File: config.mk
export PLATFORM = sky130hd
export DESIGN_NAME = hdng_err
export DESIGN_NICKNAME = d
export VERILOG_FILES = /design/src/rtl/pid_pkg.sv /design/src/rtl/hdng_settle_det.sv /design/src/rtl/hdng_err.sv
export SDC_FILE = /design/constraint.sdc
export NUM_CORES = 1
export LEC_CHECK = 0
export BUFFER_PORTS_ARGS = -buffer_cell sky130_fd_sc_hd__buf_2
export CORE_ASPECT_RATIO = 1.25
export CORE_MARGIN = 10
export CORE_UTILIZATION = 52
export CTS_CLUSTER_DIAMETER = 120
export DETAILED_ROUTE_END_ITERATION = 10
export PLACE_DENSITY = 0.72
export SLEW_MARGIN = 20
export SYNTH_ARGS = -nofsm -noshare
export SYNTH_HDL_FRONTEND = slang
export SYNTH_SLANG_ARGS = --single-unit
export TNS_END_PERCENT = 30
File: constraint.sdc
create_clock -name clk -period 3 [get_ports clk]
set_input_delay 0.45 -clock clk [delete_from_list [all_inputs] [get_ports clk]]
set_output_delay 0.45 -clock clk [all_outputs]
set_load 0.005 [all_outputs]
File: src/rtl/pid_pkg.sv
// Shared types and helpers for the heading PID loop stages.
// Heading angles wrap modulo 2^HDNG_W. The error is narrowed to ERR_W bits by saturation.
package pid_pkg;

  localparam int HDNG_W = 12;
  localparam int ERR_W  = 10;

  typedef logic signed [HDNG_W-1:0] hdng_t;
  typedef logic signed [ERR_W-1:0]  err_t;

  localparam hdng_t ERR_HI = hdng_t'((2 ** (ERR_W - 1)) - 1);
  localparam hdng_t ERR_LO = hdng_t'(-(2 ** (ERR_W - 1)));

  // Clamp a wrapped heading error into the signed ERR_W range.
  function automatic err_t sat_err(input hdng_t raw);
    if (raw > ERR_HI) begin
      sat_err = {1'b0, {(ERR_W - 1){1'b1}}};
    end else if (raw < ERR_LO) begin
      sat_err = {1'b1, {(ERR_W - 1){1'b0}}};
    end else begin
      sat_err = raw[ERR_W-1:0];
    end
  endfunction

endpackage

File: src/rtl/hdng_settle_det.sv
// Settle detector: counts consecutive in-threshold error samples and
// raises at_hdng once SETTLE_CNT of them have arrived without interruption.
module hdng_settle_det
  import pid_pkg::*;
#(
  parameter int SETTLE_THRESH = 30,
  parameter int SETTLE_CNT    = 8
) (
  input  logic  clk,
  input  logic  rst,
  input  logic  moving,
  input  logic  v1,
  input  err_t  err_nxt,
  input  hdng_t dsrd_hdng,
  output logic  at_hdng
);

  localparam logic [3:0]     CNT_MAX = 4'(SETTLE_CNT);
  localparam logic [ERR_W:0] THRESH  = (ERR_W + 1)'(SETTLE_THRESH);

  logic [3:0]         cnt_q, cnt_d;
  hdng_t              dsrd_q;
  logic               at_hdng_q;
  logic signed [ERR_W:0] err_ext;
  logic [ERR_W:0]     mag;
  logic               in_thr;

  // One extra bit so that the most negative error (-512) has a representable magnitude.
  assign err_ext = {err_nxt[ERR_W-1], err_nxt};
  assign mag     = err_ext[ERR_W] ? (ERR_W + 1)'(-err_ext) : err_ext;
  assign in_thr  = (mag <= THRESH);

  // NOTE: cnt_d gets a default value first, so no path through the block leaves it unassigned and no latch is inferred.
  always_comb begin
    cnt_d = cnt_q;
    if (!moving) begin
      cnt_d = '0;
    end else if (dsrd_hdng != dsrd_q) begin
      cnt_d = '0;
    end else if (v1 && in_thr) begin
      cnt_d = (cnt_q >= CNT_MAX) ? CNT_MAX : cnt_q + 4'd1;
    end else if (v1) begin
      cnt_d = '0;
    end
  end

  // NOTE: non-blocking assignments here let every register sample the old state at the same edge.
  always_ff @(posedge clk) begin
    if (rst) begin
      cnt_q     <= '0;
      dsrd_q    <= '0;
      at_hdng_q <= 1'b0;
    end else begin
      cnt_q     <= cnt_d;
      dsrd_q    <= dsrd_hdng;
      at_hdng_q <= (cnt_d == CNT_MAX);
    end
  end

  assign at_hdng = at_hdng_q;

endmodule

File: src/rtl/hdng_err.sv
// Heading error stage: a two-stage pipeline that first takes the wrapped difference and then saturates it.
// It also instantiates the settle detector that drives at_hdng.
module hdng_err
  import pid_pkg::*;
#(
  parameter int SETTLE_THRESH = 30,
  parameter int SETTLE_CNT    = 8
) (
  input  logic  clk,
  input  logic  rst,
  input  logic  moving,
  input  logic  hdng_vld,
  input  hdng_t heading,
  input  hdng_t dsrd_hdng,
  output err_t  err_sat,
  output logic  err_vld,
  output logic  at_hdng
);

  hdng_t err_raw_q;
  logic  v1_q;
  err_t  err_sat_q, err_nxt;
  logic  err_vld_q;

  // NOTE: err_raw_q carries data only and is always qualified by v1_q, so it does not need a reset.
  always_ff @(posedge clk) begin
    if (hdng_vld) begin
      err_raw_q <= heading - dsrd_hdng;
    end
  end

  assign err_nxt = sat_err(err_raw_q);

  always_ff @(posedge clk) begin
    if (rst) begin
      v1_q      <= 1'b0;
      err_sat_q <= '0;
      err_vld_q <= 1'b0;
    end else begin
      v1_q      <= hdng_vld;
      err_vld_q <= v1_q;
      if (v1_q) begin
        err_sat_q <= err_nxt;
      end
    end
  end

  hdng_settle_det #(
    .SETTLE_THRESH (SETTLE_THRESH),
    .SETTLE_CNT    (SETTLE_CNT)
  ) u_settle (
    .clk       (clk),
    .rst       (rst),
    .moving    (moving),
    .v1        (v1_q),
    .err_nxt   (err_nxt),
    .dsrd_hdng (dsrd_hdng),
    .at_hdng   (at_hdng)
  );

  assign err_sat = err_sat_q;
  assign err_vld = err_vld_q;

endmodule

Word level (Yosys, flattened, before mapping):

Index checks and enable logic that the tools add are counted.

* flip-flop bits (word level): 41

* $add $sub $neg: 3
* magnitude comparators: 4
* equal/unequal tests: 2
* mux-type cells: 8
* reduce and logical (&&, ||, !) cells: 1

Operator list (number)
* $mux 10: 2
* $mux 4: 5
* $gt 12x10->1 const B: 1
* $lt 12x10->1 const B: 1
* $ne 12x12->1: 1
* $sub 12x12->12: 1
* $le 11x5->1 const B: 1
* $mux 11: 1
* $neg 10->11: 1
* $add 4x1->4 const B: 1
* $eq 4x4->1 const B: 1
* $ge 4x4->1 const B: 1
* $logic_and 1x1->1: 1

Logic depth before layout (Yosys ltp):

* word-level depth: 11
* mapped depth: 11

Modules after synthesis:

Synthesis repeated with hierarchy kept, for this count alone.

* cells, all modules: 248
* area, all modules: 2318.5 µm²

Modules (own cells, without submodules)
* hdng_err: times used 1, cells an instance 148, area an instance 1392.6 µm², seq. area each 600.6 µm²
* hdng_settle_det: times used 1, cells an instance 100, area an instance 925.9 µm², seq. area each 340.3 µm²

Least setup slack after synthesis:

OpenSTA, ideal clock, no wires.

* path kind: register to register
* start point: register err_raw_q[11]
* end point: register u_settle.at_hdng_q (netlist: u_settle.at_hdng)
* data arrival time: 2.500 ns
* required time: 2.883 ns
* setup slack: 0.383 ns
* stages on the path, launching flop included: 12
* cells stage by stage: edfxtp_1 clkbuf_1 nand2_1 a21oi_1 ha_1 nor3b_1 a31oi_1 a31oi_1 a221o_1 nor3b_4 a32oi_1 and4b_1

* word-level cells in the longest chain between the ends: 11

RTL lines
* start, declared: line hdng_err.sv:20 `hdng_t err_raw_q;`
* start signal, assigned: line hdng_err.sv:28 `err_raw_q <= heading - dsrd_hdng;`
* $lt 12x10->1: line pid_pkg.sv:18 `end else if (raw < ERR_LO) begin`
* $mux 10: line pid_pkg.sv:18
* $mux 10 (*): line pid_pkg.sv:16 `if (raw > ERR_HI) begin`
* $neg 10->11: line hdng_settle_det.sv:30 `assign mag = err_ext[ERR_W] ? (ERR_W + 1)'(-err_ext) : err_ext;`
* $mux 11 (*): line hdng_settle_det.sv:30
* $le 11x5->1 (*): line hdng_settle_det.sv:31 `assign in_thr = (mag <= THRESH);`
* $logic_and 1x1->1 (*): line hdng_settle_det.sv:40 `end else if (v1 && in_thr) begin`
* $mux 4 (*): line hdng_settle_det.sv:40
* $mux 4 (*): line hdng_settle_det.sv:38 `end else if (dsrd_hdng != dsrd_q) begin`
* $mux 4 (*): line hdng_settle_det.sv:36 `if (!moving) begin`
* $eq 4x4->1 (*): line hdng_settle_det.sv:56 `at_hdng_q <= (cnt_d == CNT_MAX);`
* end signal, assigned: line hdng_settle_det.sv:56
* end, declared: line hdng_settle_det.sv:23 `logic at_hdng_q;`

Every way passes the cells marked *; elsewhere a longest branch is shown, timed or not.
A chain may end at the register's enable or synchronous reset.

Final worst setup path:

* start point: register err_raw_q[10]
* end point: register u_settle.at_hdng_q (netlist: u_settle.at_hdng)

The elaborated chain is that of the path after synthesis.

==> out/qor.txt <==
Core Area: 0.00416 mm2
Fin. Hold Viols: 0
placed cell areas: 0.00254 mm2
Max-Cap Viols: 0
DP Worst Slack: 0.231 ns
ys flop type: dfxtp_1
Clock Latency Late Sink: 0.29 ns
Slew Limit Fails: 0
Worst Setup Slack, final: 0.286 ns
Sink Count: 41
layout cells sized above 1: 19.3%
row count: 26
pin count of the biggest net entering global routing: 26
Avg WL per Cell: 13.9 um
Post-synth ARST share: 0%
clock power share: 25.6%
HPWL reported at the end of detailed placement: 3980 um
Vias: 1905
Comb pwr share: 23.6%
CTS Root Buffer Type: clkbuf_8
Final Cell Area: 0.00262 mm2
PD cells: 505 mW/mm2
Via density: 5.43
Netlist cell types: 53
Req. time, crit path: 3.18 ns
Die Width: 79.1 um
post-synthesis sequential area ratio: 41.5%
H-tree Lvls: 2
Avg Synthesized Cell Area: 9.07 um2
fin crit period: 2.71 ns
Post-Syn Nets: 293
Top Ports: 40
Die ar.: 0.00742 mm2
clock tree buffer depth: 2
peak supply drop: 0.305 mV
area leader, netlist: dfxtp_1
Slew @ Worst Pin: 0.469 ns
Leakage: 1.13 nW
Layout area overhead: 15.6%
status: finished clean
Fillers: 407
worst min-delay path class: input pin to register
post-synthesis register bit count: 41
headroom to the max-slew limit: 68.7%
Seq pwr share: 50.8%
CTS Buf Count: 5
postcts setup bufs: 0
cell-internal power: 0.000930 W
Sw Ratio: 29.7%
first-pass GRT wire length: 8460 um
NetSw: 0.000393 W
Tcrit/Tclk final: 90.5%
hold slack: 0.420 ns
Initial Utilization: 54.4%
hold_buf cts: 0
Area contributors post-synth: dfxtp_1 26%, edfxtp_1 16%, ha_1 7.7%, nor2_1 6.0%, xnor2_1 4.2%
fmax: 0.368 GHz
antenna violations before repair: 0
area fraction of the dominant cell type after synthesis: 25.6%
WL final: 4890 um
Worst EP arrival: 2.89 ns
port bufs: 39
Setup Skew: 0.00721 ns
nets: 337
Setup Viol. Count Final: 0
crit path max fanout: 5
Synth Warn #: 0
residual DRC count: 0
vias in the first global route: 1946
CTS clock-pin slew for the worst setup and hold paths: 0.08 ns
height of the chip: 93.8 um
Setup Crit Path Kind: register to register
TritonRoute pass-1 iters: 4
# diodes: 0
CP startpoint kind: register
All-Layer GR Usage: 13.9%
Post-synth EDFFs: 12
Worst Setup End Kind: register
Gate Count Post-Synth: 250
DRT antenna net count: 0
total grt overflow: 0
most instantiated cells after synthesis: 36 x nor2_1, 29 x dfxtp_1, 21 x inv_1
unrepaired setup endpoints after global routing: false
TNS Setup: 0 ns
RePlAce Congestion: 0.920
first-iteration detailed-routing DRC count: 177
CTS-repair resized insts: 0
CTS tree: yes
mapped cell area: 0.00227 mm2
count leader, synth: nor2_1
-- registers in the layout, indices dropped and copies added (netlist names) --
register,count
u_settle.at_hdng,1
err_raw_q,12
v1_q,1
u_settle.cnt_q,4
u_settle.dsrd_q,12
err_vld,1
err_sat,10
-- layout by cell type, fill, tap and decap left out, types with 3 or more instances in the layout --
cell      count
nand4b_1      3
a211oi_1      3
a31oi_1       3
nor2b_1       6
buf_4         4
inv_1        21
nor4_1        3
nor2_1       36
a21boi_0      3
clkbuf_8      5
edfxtp_1     12
o21a_1        3
nand2_1      13
dfxtp_1      29
xnor2_1      11
nor3_1        8
o21ai_0       9
xor2_1       10
o211ai_1      3
a21oi_1      13
ha_1         14
buf_2        39
nand3_1       6
-- worst paths after layout --
| kind | startpoint | end | slack [ns] | cells after the start |
|---|---|---|---|---|
| hold reg to reg | err_sat[0] | err_sat[0] | 0.45 | 2 |
| setup / recovery | err_raw_q[10] | u_settle.at_hdng | 0.29 | 11 |
| hold / removal | dsrd_hdng[0] | u_settle.dsrd_q[0] | 0.42 | 2 |
| setup reg to reg | err_raw_q[10] | u_settle.at_hdng | 0.29 | 11 |
-- worst max-delay path, cell delays in order, from the launching register on --
cell and delay [ns]:
edfxtp_1 0.43, nor2_1 0.24, nor2_1 0.13, a21oi_1 0.19, ha_1 0.25, nor3b_1 0.15
a31oi_1 0.18, a31oi_1 0.06, a221o_1 0.35, nor3b_4 0.27, a32oi_1 0.15, and4b_1 0.22
-- cell type report --
| class | count | area [um2] | area share, % |
|---|---|---|---|
| inverters | 21 | 78.8 | 3.01 |
| clock buffers | 6 | 72.6 | 2.77 |
| flip-flops and latches | 41 | 941 | 35.9 |
| well taps | 56 | 70.1 | 2.67 |
| repair buffers | 43 | 225 | 8.59 |
| multi-input cells | 182 | 1220 | 46.7 |
| clock inverters | 2 | 10.0 | 0.382 |
-- metal layers --
metal / share of wire, % / global-route usage [%] / vias to the layer above
met2: 51 / 25.1 / 53
met5: 0 / 0 / -
met4: 2.3 / 6.14 / 0
met1: 40 / 14.1 / 866
li1: - / - / 976
met3: 6.4 / 4.50 / 10
-- metrics by stage --
step | instances | utilization, % | power [W]
final | 351 | 63.0 | 0.00132
after global routing | 351 | 63.0 | 0.00141
after CTS | 351 | 63.0 | 0.00134
after detailed placement | 343 | 61.0 | 0.000997
after global placement | 343 | 61.0 | 0.000994
after floorplan | 250 | - | 0.000891
-- power groups by stage --
| stage | clock network, W | registers [W] | logic [W] |
|---|---|---|---|
| after floorplan | 0 | 0.000671 | 0.000220 |
| after global placement | 0 | 0.000684 | 0.000310 |
| after detailed placement | 0 | 0.000684 | 0.000314 |
| after CTS | 0.000357 | 0.000671 | 0.000315 |
| after global routing | 0.000376 | 0.000678 | 0.000357 |
| final | 0.000339 | 0.000672 | 0.000312 |
-- kinds of logic after synthesis --
kind of cell,share of synthesized area [%]
DFF,41.5
muxes,0.442
adders and majority gates,8.61
xor gates and xnor gates,8.11
buffers and inverters,4.53
AOI/OAI and AO/OA,16.1
and+or+nand+nor,20.8
Note: power is estimated with default switching activity, not from simulation.
